**config.mk**
```make
export PLATFORM = sky130hd
export DESIGN_NAME = li_expander
export DESIGN_NICKNAME = d
export VERILOG_FILES = /design/src/rtl/mips_pkg.sv /design/src/rtl/imm_classify.sv /design/src/rtl/li_expander.sv
export SDC_FILE = /design/constraint.sdc
export NUM_CORES = 1
export LEC_CHECK = 0
export BUFFER_PORTS_ARGS = -buffer_cell sky130_fd_sc_hd__buf_4
export CORE_UTILIZATION = 35
export CTS_BUF_LIST = sky130_fd_sc_hd__clkbuf_2 sky130_fd_sc_hd__clkbuf_4 sky130_fd_sc_hd__clkbuf_8
export DETAILED_ROUTE_END_ITERATION = 7
export GPL_ROUTABILITY_DRIVEN = 1
export GPL_TIMING_DRIVEN = 1
export HOLD_SLACK_MARGIN = 0.12
export REMOVE_ABC_BUFFERS = 1
export SETUP_SLACK_MARGIN = 0.1
export SLEW_MARGIN = 20
export SYNTH_ARGS = -nofsm -noshare
export SYNTH_HDL_FRONTEND = slang
export SYNTH_HIERARCHICAL = 1
export SYNTH_SLANG_ARGS = --single-unit
```
**constraint.sdc**
```tcl
create_clock -name clk -period 2.74 [get_ports clk]
set_input_delay 0.411 -clock clk [delete_from_list [all_inputs] [get_ports clk]]
set_output_delay 0.411 -clock clk [all_outputs]
set_load 0.05 [all_outputs]
```
**src/rtl/mips_pkg.sv**
```systemverilog
// rtl/mips_pkg.sv - shared MIPS opcodes, register names and expander types
//
// Purpose: constants and types shared by the decoder, control unit and the
//          li pseudo-instruction expander.
// Ports:   none (package).
package mips_pkg;

  localparam logic [5:0] OP_ADDIU = 6'h09;
  localparam logic [5:0] OP_ORI   = 6'h0D;
  localparam logic [5:0] OP_LUI   = 6'h0F;
  localparam logic [4:0] REG_ZERO = 5'd0;

  typedef enum logic [1:0] {
    ST_IDLE  = 2'd0,
    ST_FIRST = 2'd1,
    ST_LAST  = 2'd2
  } li_state_t;

  typedef enum logic [1:0] {
    CLS_S16  = 2'd0,
    CLS_U16  = 2'd1,
    CLS_HI   = 2'd2,
    CLS_PAIR = 2'd3
  } imm_class_t;

  // I-type word: opcode | rs | rt | imm16
  function automatic logic [31:0] enc_itype(input logic [5:0]  op,
                                            input logic [4:0]  rs,
                                            input logic [4:0]  rt,
                                            input logic [15:0] imm);
    return {op, rs, rt, imm};
  endfunction

endpackage

```
**src/rtl/imm_classify.sv**
```systemverilog
// rtl/imm_classify.sv - combinational classifier for 32-bit li constants
//
// Purpose: decide the shortest I-type sequence able to rebuild in_imm.
// Ports:   in_imm    [31:0] constant to classify
//          imm_class [1:0]  S16 (addiu), U16 (ori), HI (lui) or PAIR (lui+ori)
module imm_classify
  import mips_pkg::*;
(
  input  logic [31:0] in_imm,
  output imm_class_t  imm_class
);

  logic is_s16;
  logic is_u16;
  logic is_hi;

  // addiu sign-extends, so bits 31:15 must all be copies of bit 15.
  assign is_s16 = (&in_imm[31:15]) || (~|in_imm[31:15]);
  assign is_u16 = ~|in_imm[31:16];
  assign is_hi  = ~|in_imm[15:0];

  // Priority order matters: 0 is S16, 0x0000_8000 is U16 not S16.
  always_comb begin
    imm_class = CLS_PAIR;
    if (is_s16)      imm_class = CLS_S16;
    else if (is_u16) imm_class = CLS_U16;
    else if (is_hi)  imm_class = CLS_HI;
  end

endmodule

```
**src/rtl/li_expander.sv**
```systemverilog
// rtl/li_expander.sv - expands li rt,imm32 into one or two MIPS I-type words
//
// Purpose: accepts a (rt, imm32) request and emits addiu / ori / lui or the
//          lui+ori pair, with valid/ready handshakes on both sides.
// Ports:   clk, reset          clock, synchronous active-high reset
//          in_valid/in_ready   request handshake
//          in_rt [4:0]         destination register
//          in_imm [31:0]       constant to load
//          out_valid/out_ready word handshake
//          out_instr [31:0]    encoded word (registered)
//          out_last            final word of the current expansion
// Params:  ENABLE_SHORT_FORMS  0 forces every request to lui+ori
module li_expander
  import mips_pkg::*;
#(
  parameter bit ENABLE_SHORT_FORMS = 1'b1
) (
  input  logic        clk,
  input  logic        reset,
  input  logic        in_valid,
  output logic        in_ready,
  input  logic [4:0]  in_rt,
  input  logic [31:0] in_imm,
  output logic        out_valid,
  input  logic        out_ready,
  output logic [31:0] out_instr,
  output logic        out_last
);

  li_state_t  state;
  imm_class_t raw_class;
  imm_class_t cls;
  logic [15:0] lo_q;
  logic [4:0]  rt_q;
  logic        accept;
  logic [31:0] first_word;
  logic        first_is_last;

  imm_classify u_classify (
    .in_imm    (in_imm),
    .imm_class (raw_class)
  );

  assign cls = ENABLE_SHORT_FORMS ? raw_class : CLS_PAIR;

  // A new request may enter while the final word drains, giving
  // back-to-back single-word expansions.
  assign in_ready = !reset &&
                    ((state == ST_IDLE) || ((state == ST_LAST) && out_ready));
  assign accept   = in_valid && in_ready;

  // First word of the accepted request; only reaches out_* through registers.
  always_comb begin
    first_word    = enc_itype(OP_LUI, REG_ZERO, in_rt, in_imm[31:16]);
    first_is_last = 1'b0;
    case (cls)
      CLS_S16: begin
        first_word    = enc_itype(OP_ADDIU, REG_ZERO, in_rt, in_imm[15:0]);
        first_is_last = 1'b1;
      end
      CLS_U16: begin
        first_word    = enc_itype(OP_ORI, REG_ZERO, in_rt, in_imm[15:0]);
        first_is_last = 1'b1;
      end
      CLS_HI: begin
        first_word    = enc_itype(OP_LUI, REG_ZERO, in_rt, in_imm[31:16]);
        first_is_last = 1'b1;
      end
      default: begin
        first_word    = enc_itype(OP_LUI, REG_ZERO, in_rt, in_imm[31:16]);
        first_is_last = 1'b0;
      end
    endcase
  end

  always_ff @(posedge clk) begin
    if (reset) begin
      state     <= ST_IDLE;
      out_valid <= 1'b0;
      out_last  <= 1'b0;
      out_instr <= 32'h0;
      lo_q      <= 16'h0;
      rt_q      <= 5'd0;
    end else begin
      if (accept) begin
        // Accept happens from IDLE or from a draining LAST; both land here.
        out_valid <= 1'b1;
        out_instr <= first_word;
        out_last  <= first_is_last;
        lo_q      <= in_imm[15:0];
        rt_q      <= in_rt;
        state     <= first_is_last ? ST_LAST : ST_FIRST;
      end else begin
        case (state)
          ST_FIRST: begin
            if (out_ready) begin
              out_instr <= enc_itype(OP_ORI, rt_q, rt_q, lo_q);
              out_last  <= 1'b1;
              state     <= ST_LAST;
            end
          end
          ST_LAST: begin
            if (out_ready) begin
              out_valid <= 1'b0;
              out_last  <= 1'b0;
              state     <= ST_IDLE;
            end
          end
          default: begin
            out_valid <= 1'b0;
            out_last  <= 1'b0;
            state     <= ST_IDLE;
          end
        endcase
      end
    end
  end

endmodule

```
==> flow_summary.toml, run 1 <==
[critical_path]
r2r_cells = 3
cp_slowest_cell = "dfxtp_1"
setup.worst_path.end_class = "flip-flop"
r2r_slack_ps = 770
max_stage_delay_ps = 620
path_max_fanout = 16
cp-start-kind = "flip-flop"
required_ps = 2940
path_class = "flip-flop to flip-flop"
path_cells = "nand2_1, o311a_1, o221a_1"
cp.arrival_ps = 2170

[pwr]
leakagePower_nw = 1.38
p_per_area_mw_per_mm2 = 536
ir_drop_mv = 0.348

[routing]
dr_total_vias = 2588
avgRoutedWirePerCell_um = 18.7
via_per_inst = 5.84
drtPass1Iterations = 4
drt_iter0_drc = 176
drc = 0
drt-total-wl_um = 8300
ant_nets = 0

[final_layout]
n_antenna_cell = 0
drive_gt1_frac = 0.291
syn_to_final_growth_pct = 24.2
multiInputGateArea_sq_mm = 0.00146
fillerInstances = 743
final_common_cell = "buf_4"
final_cell_mix = "buf_4 (81), dfxtp_1 (53), nor3_1 (23), nand3_1 (23), a21oi_1 (23)"
seq_area_sq_mm = 0.00106
finalNetCount = 384

[synthesis]
ys_ff_latch = 53
synth_top_cell_by_area = "dfxtp_1"
synth_top_cell_area_share = 0.393
synth.area.top_cells = "dfxtp_1 (39%), o221a_1 (8.8%), mux2i_1 (8.2%)"
synth.distinct_cells = 40
synth_area_per_cell_sq_um = 9.33
yosys_warnings = 6
synthCells = 289
ys_seq_area_frac = 0.393
syn-cell-area_sq_mm = 0.00270

[worst_hold_path]
whs_path_depth = 3
hp-class = "input port to flip-flop"

[sta]
skew_ps = 6.38
whs_ps = 366
slew_headroom = 0.435
finalSetupViolations = 0
hold_viol_final = 0
grt_setup_unrepaired = "false"
fin_tns_setup_ps = 0
max_freq_mhz = 508
slew_violations = 0
finalCritPeriodShare = 0.719
tightest_slew_ps = 846
fin_crit_ps = 1970

[place]
hpwlAfterDp_um = 5480
gp_congestion = 0.813
port_buffers = 73

[cts]
cts_hold_buf = 0
clk_latency_ps = 300
cts_made_buffers = 5
h-tree-depth = 2
clock-root-buffer = "clkbuf_8"
clkTransAtPathRegs_ps = 100
postCtsSetupRepairBufs = 0
ctsResizeCount = 0
cts_tree = "yes"
clock-sinks = 53
cts_buffer_depth = 2

[global_route]
antenna_found_initial = 0
track_usage = 0.207
grt_max_degree = 40
grt_overflow = 0
grt_pass1_wl_um = 13600
grt_pass1_vias = 2578

[outcome]
outcome = "completed"

[floorplan]
start_util = 0.366
die_area_sq_mm = 0.00806
fp-row-count = 31
dieHeight_um = 89.8
core_area_sq_mm = 0.00737
die_w_um = 89.8
ios = 76

[flow_run]
drv_cap = 0
[where the power goes]
part	total, mW	switching [mW]	internal, mW
Clock	0.446	0.258	0.188
Combinational	0.489	0.307	0.181
Sequential	0.862	0.0365	0.825
Total	1.80	0.602	1.19
[stage by stage]
step | utilization | instances | area (sq um) | setup slack, ps | power, mW
finish | 0.455 | 443 | 3350 | 771 | 1.80
detailed placement | 0.443 | 435 | 3260 | 662 | 1.37
global placement | 0.443 | 435 | 3260 | 624 | 1.37
global route | 0.455 | 443 | 3350 | 652 | 1.88
floorplan | - | 255 | 2530 | -553 | 1.17
CTS | 0.455 | 443 | 3350 | 791 | 1.81
[cell families after synthesis]
kind of cell | count (synthesis) | share of synthesized area
compound gates | 95 | 0.271
buf+inv | 37 | 0.0663
flops | 53 | 0.393
mux | 22 | 0.0816
other cells | 1 | 0.00139
simple gates | 81 | 0.186
[final timing paths]
kind	startpoint	end
worst max-delay path	state[0]$_SDFFE_PP0P_	out_instr[15]$_SDFFE_PP0P_
worst min-delay path	in_rt[1]	rt_q[1]$_SDFFE_PP0P_
worst max register to register	state[0]$_SDFFE_PP0P_	out_instr[15]$_SDFFE_PP0P_
worst min register to register	lo_q[5]$_SDFFE_PP0P_	lo_q[5]$_SDFFE_PP0P_
[Yosys cell counts, drive strengths merged]
master   instances
a21boi           1
a21oi           23
a221oi           1
a32o             1
a41oi            1
and2             1
and3             1
and3b            1
and4             2
buf             11
clkbuf          24
conb             1
dfxtp           53
inv              2
mux2i           22
nand2            3
nand2b           1
nand3           23
nand3b           3
nand4            4
nand4bb          1
nor2             3
nor2b            2
nor3            23
nor3b            3
nor4             8
o211a            1
o21a             6
o21ai           23
o21bai           1
o221a           21
o311a           16
or3b             1
or4b             1
[sequential cells by signal, summed over array words and instances, names as in the netlist]
signal	count
lo_q	16
out_instr	29
out_valid	1
rt_q	5
state	2
[area by class of cell]
type / count / area share
repair buffers: 81 / 0.181
flip-flops and latches: 53 / 0.317
inverters: 2 / 0.00224
well taps: 99 / 0.0370
multi-input cells: 200 / 0.437
clock inverters: 2 / 0.00299
clock buffers: 6 / 0.0228
[critical path, delay by kind of cell (launching register included)]
kind / cells / cell delay, ps
AOI/OAI and AO/OA: 2 / 720
and+or+nand+nor: 1 / 530
DFF: 1 / 620
[routing by layer]
metal,part of all wire,up-vias,GRT usage
met3,0.081,5,0.0584
met2,0.44,110,0.319
li1,-,1231,-
met4,0.0048,0,0.0423
met5,0,-,0
met1,0.47,1242,0.288
Power figures use the tool's default switching activity.
==> run 2: changes to the inputs <==
==> constraint.sdc (replaced) <==
create_clock -name clk -period 1.6 [get_ports clk]
set_input_delay 0.24 -clock clk [delete_from_list [all_inputs] [get_ports clk]]
set_output_delay 0.24 -clock clk [all_outputs]
set_load 0.05 [all_outputs]
==> run 2 against run 1 <==
Clock skew barely moved. Power rose by 80%. Register-to-register slack got worse by 710 ps. Cell count rose by 9.9%. Highest routed layer unchanged. Worst setup slack got worse by 710 ps. Sequential cell count did not move. Sequential share of layout area fell by 4.8 points. Design area rose by 18%.
==> flow_summary.toml, run 2 (same netlist as run 1, synthesis figures left out) <==
[final_layout]
reg_top3 = "out_instr x29, lo_q x16, rt_q x5"
regMostFlops = "out_instr"
syn_to_final_growth_pct = 46.8
fillerInstances = 718
largest_reg_flops = 29
final_area_sq_mm = 0.00396
final_cell_mix = "buf_4 (112), dfxtp_1 (51), mux2i_1 (21), o221a_1 (21), a21oi_1 (19)"
n_antenna_cell = 0
utilization = 0.538
multiInputGateArea_sq_mm = 0.00163
final_common_cell = "buf_4"
finalNetCount = 429
drive_gt1_frac = 0.438
seq_area_sq_mm = 0.00106

[floorplan]
start_util = 0.366
die_w_um = 89.8
core_area_sq_mm = 0.00737
die_area_sq_mm = 0.00806
fp-row-count = 31
ios = 76
dieHeight_um = 89.8

[cts]
clock-sinks = 53
h-tree-depth = 2
cts_tree = "yes"
cts_made_buffers = 5
cts_buffer_depth = 2
clk_latency_ps = 310
clkTransAtPathRegs_ps = 90
clock-root-buffer = "clkbuf_8"

[routing]
avgRoutedWirePerCell_um = 18.4
drt_iter0_drc = 151
met2_length_um = 4340
drt-total-wl_um = 8970
dr_total_vias = 2776
drc = 0
route.met3.wl_um = 568
ant_nets = 0
wl_met1_um = 3970
drtPass1Iterations = 4
highest_layer = "met4"
via_per_inst = 5.70

[outcome]
outcome = "completed"

[place]
preCtsSetupSlack_ps = -217
hpwlAfterDp_um = 5850
gp_congestion = 0.840
port_buffers = 73
dpl_cell_area_sq_mm = 0.00359

[pwr]
p_per_area_mw_per_mm2 = 818
leakagePower_nw = 1.67
ir_drop_mv = 0.424

[critical_path]
path_class = "flip-flop to flip-flop"
required_ps = 1810
setup.worst_path.end_class = "flip-flop"
cp-start-kind = "flip-flop"
path_max_fanout = 12
cp.arrival_ps = 1750

[global_route]
grt_max_degree = 33
track_usage = 0.214
grt_pass1_wl_um = 13900
antenna_found_initial = 0
grt_pass1_vias = 2714
grt_overflow = 0

[sta]
finalSetupViolations = 0
max_freq_mhz = 650
skew_ps = 6.40
grt_setup_unrepaired = "true"
finalCritPeriodShare = 0.961
fin_tns_setup_ps = 0
setup_slack_ps = 62.2
fin_crit_ps = 1540
slew_violations = 0
hold_viol_final = 0

[worst_hold_path]
hp-class = "input port to flip-flop"

[flow_run]
drv_cap = 0
run 2: changes by cell type in the layout (fill, tap and decap cells not counted), sizes merged:
cell	previous run	this run
clkinv	2	0
clkbuf	6	8
buf	81	125
run 2: through the flow:
step / cells / power (mW) / hold slack [ps]
after floorplan: 255 / 2.00 / 306
after global placement: 472 / 2.40 / 462
after detailed placement: 472 / 2.40 / 469
after CTS: 482 / 3.21 / 193
after global routing: 487 / 3.38 / 192
final: 487 / 3.24 / 201
run 2: worst max-delay path, cell delays in order (launching register included):
cell     delay, ps
dfxtp_2        340
or4b_4         580
buf_12         180
o311a_1        110
o221a_1        220
run 2: power by group:
part / total [mW] / switching, mW / internal [mW]
sequential: 1.47 / 0.0564 / 1.41
combinational: 0.980 / 0.578 / 0.401
clock: 0.792 / 0.430 / 0.362
total: 3.24 / 1.06 / 2.18
run 2: layout make-up:
class	instances	share of cell area
multi-input combinational	200	0.411
sequential	53	0.268
timing repair buffer	126	0.264
tap	99	0.0313
clock buffer	7	0.0227
inverter	2	0.00190
run 2: final timing paths:
path | start | end | slack, ps | depth (start not counted)
hold reg to reg | lo_q[5]$_SDFFE_PP0P_ | lo_q[5]$_SDFFE_PP0P_ | 480 | 2
hold / removal | in_rt[0] | rt_q[0]$_SDFFE_PP0P_ | 200 | 3
setup / recovery | state[1]$_SDFFE_PP0P_ | out_instr[4]$_SDFFE_PP0P_ | 60 | 4
setup reg to reg | state[1]$_SDFFE_PP0P_ | out_instr[4]$_SDFFE_PP0P_ | 60 | 4
run 2: timing repair:
action / CTS / global route
hold buffers: 0 / 0
gates resized for setup: 15 / 40
pin swaps: 2 / 17
setup endpoints to repair: 25 / 48
buffers inserted: 3 / 2
gates cloned: 0 / 3
run 2: per-layer routing:
metal  up-vias  global-route usage
met1      1341               0.277
met3         7              0.0415
met5         -                   0
met2       108               0.356
met4         0              0.0697
li1       1320                   -
==> run 3: changes to the inputs <==
--- a/config.mk
+++ b/config.mk
@@ -6,12 +6,15 @@
 export NUM_CORES = 1
 export LEC_CHECK = 0
 export BUFFER_PORTS_ARGS = -buffer_cell sky130_fd_sc_hd__buf_4
+export CELL_PAD_IN_SITES_DETAIL_PLACEMENT = 1
+export CELL_PAD_IN_SITES_GLOBAL_PLACEMENT = 1
 export CORE_UTILIZATION = 35
 export CTS_BUF_LIST = sky130_fd_sc_hd__clkbuf_2 sky130_fd_sc_hd__clkbuf_4 sky130_fd_sc_hd__clkbuf_8
 export DETAILED_ROUTE_END_ITERATION = 7
 export GPL_ROUTABILITY_DRIVEN = 1
 export GPL_TIMING_DRIVEN = 1
 export HOLD_SLACK_MARGIN = 0.12
+export PLACE_DENSITY_LB_ADDON = 0.1
 export REMOVE_ABC_BUFFERS = 1
 export SETUP_SLACK_MARGIN = 0.1
 export SLEW_MARGIN = 20
==> run 3 against run 2 <==
Clock power up 25%. Critical path depth unchanged. First-iteration DRC count down 44%. Largest power group unchanged.
==> flow_summary.toml, run 3 (same netlist as run 1, synthesis figures left out) <==
[final_layout]
reg_top3 = "out_instr x29, lo_q x16, rt_q x5"
largest_reg_flops = 29
drive_gt1_frac = 0.374
final_common_cell = "buf_4"
n_antenna_cell = 0
finalNetCount = 417
syn_to_final_growth_pct = 38.9
final_cell_mix = "buf_4 (104), dfxtp_1 (51), nand3_1 (23), a21oi_1 (23), mux2i_1 (22)"
final_cells = 476
fillerInstances = 867
regMostFlops = "out_instr"

[routing]
drt-total-wl_um = 9330
avgRoutedWirePerCell_um = 19.6
drt_iter0_drc = 84
dr_total_vias = 2707
drc = 0
ant_nets = 0
drtPass1Iterations = 4
via_per_inst = 5.69

[critical_path]
cp-start-kind = "flip-flop"
path_class = "flip-flop to flip-flop"
setup.worst_path.end_class = "flip-flop"
path_max_fanout = 8
cp.arrival_ps = 1760
required_ps = 1810

[sta]
fin_crit_ps = 1540
finalSetupViolations = 0
fin_tns_setup_ps = 0
finalCritPeriodShare = 0.965
setup_slack_ps = 56.4
slew_violations = 0
hold_viol_final = 0
whs_ps = 194
grt_setup_unrepaired = "true"
max_freq_mhz = 648
skew_ps = 6.99

[cts]
cts_hold_buf = 0
clk_latency_ps = 320
clock-root-buffer = "clkbuf_8"
cts_made_buffers = 5
h-tree-depth = 2
cts_tree = "yes"
clock-sinks = 53
cts_buffer_depth = 2
clkTransAtPathRegs_ps = 100

[floorplan]
dieHeight_um = 89.8
die_w_um = 89.8
start_util = 0.366
die_area_sq_mm = 0.00806
core_area_sq_mm = 0.00737
ios = 76
fp-row-count = 31

[global_route]
grt_pass1_wl_um = 15100
grt_max_degree = 40
grt_overflow = 0
grt_pass1_vias = 2854
antenna_found_initial = 0
track_usage = 0.234

[place]
port_buffers = 73
placed_cells = 463
gp_congestion = 0.750
hpwlAfterDp_um = 6270
preCtsSetupSlack_ps = -501

[worst_hold_path]
hp-class = "input port to flip-flop"

[flow_run]
drv_cap = 0

[pwr]
leakagePower_nw = 1.58
p_per_area_mw_per_mm2 = 903
ir_drop_mv = 0.474

[outcome]
outcome = "completed"
[run 3: cell count changes in the layout (fill, tap and decap cells not counted), sizes merged]
cell / previous run / this run
bufinv: 0 / 1
clkbuf: 8 / 7
buf: 125 / 113
and2: 1 / 2
[run 3: area by class of cell]
cell class | count | area (sq um) | share of cell area
well taps | 99 | 124 | 0.0331
flip-flops and latches | 53 | 1060 | 0.284
inverters | 2 | 7.51 | 0.00200
clock buffers | 7 | 90.1 | 0.0240
clock inverters | 1 | 30.0 | 0.00801
multi-input cells | 201 | 1530 | 0.409
repair buffers | 113 | 900 | 0.240
[run 3: routing by layer]
layer	routed length (um)	vias up	GRT usage
met2	4680	76	0.398
met4	133	0	0.0765
met3	390	12	0.0423
met1	4120	1323	0.297
met5	0	-	0
li1	-	1296	-
[run 3: worst paths after layout]
kind,from,to,slack [ps],cells after the start
hold / removal,in_imm[14],lo_q[14]$_SDFFE_PP0P_,190,3
setup / recovery,state[1]$_SDFFE_PP0P_,out_instr[5]$_SDFFE_PP0P_,60,4
setup reg to reg,state[1]$_SDFFE_PP0P_,out_instr[5]$_SDFFE_PP0P_,60,4
hold reg to reg,out_instr[28]$_SDFFE_PP0P_,out_instr[28]$_SDFFE_PP0P_,470,2
[run 3: what timing repair did]
action	CTS	global route
setup endpoints to repair	26	27
endpoints found under the hold margin	0	0
pin swaps	19	3
setup buffers	4	0
cloned	1	0
gates resized for setup	18	4
[run 3: worst max-delay path, stage by stage (launching register included)]
cell and delay [ps]:
dfxtp_2 340, or4b_4 610, buf_12 170, o311a_1 110, o221a_1 210
[run 3: stage by stage]
stage | utilization | power (mW) | area (sq um)
floorplan | - | 2.00 | 2530
global placement | 0.475 | 2.39 | 3500
detailed placement | 0.475 | 2.40 | 3500
CTS | 0.507 | 3.41 | 3740
global route | 0.508 | 3.52 | 3750
finish | 0.508 | 3.39 | 3750
[run 3: where the power goes]
group          switching (mW)  internal [mW]  total, mW
Combinational           0.555          0.369      0.925
Sequential             0.0574           1.41       1.47
Clock                   0.462          0.528      0.990
Total                    1.07           2.31       3.39
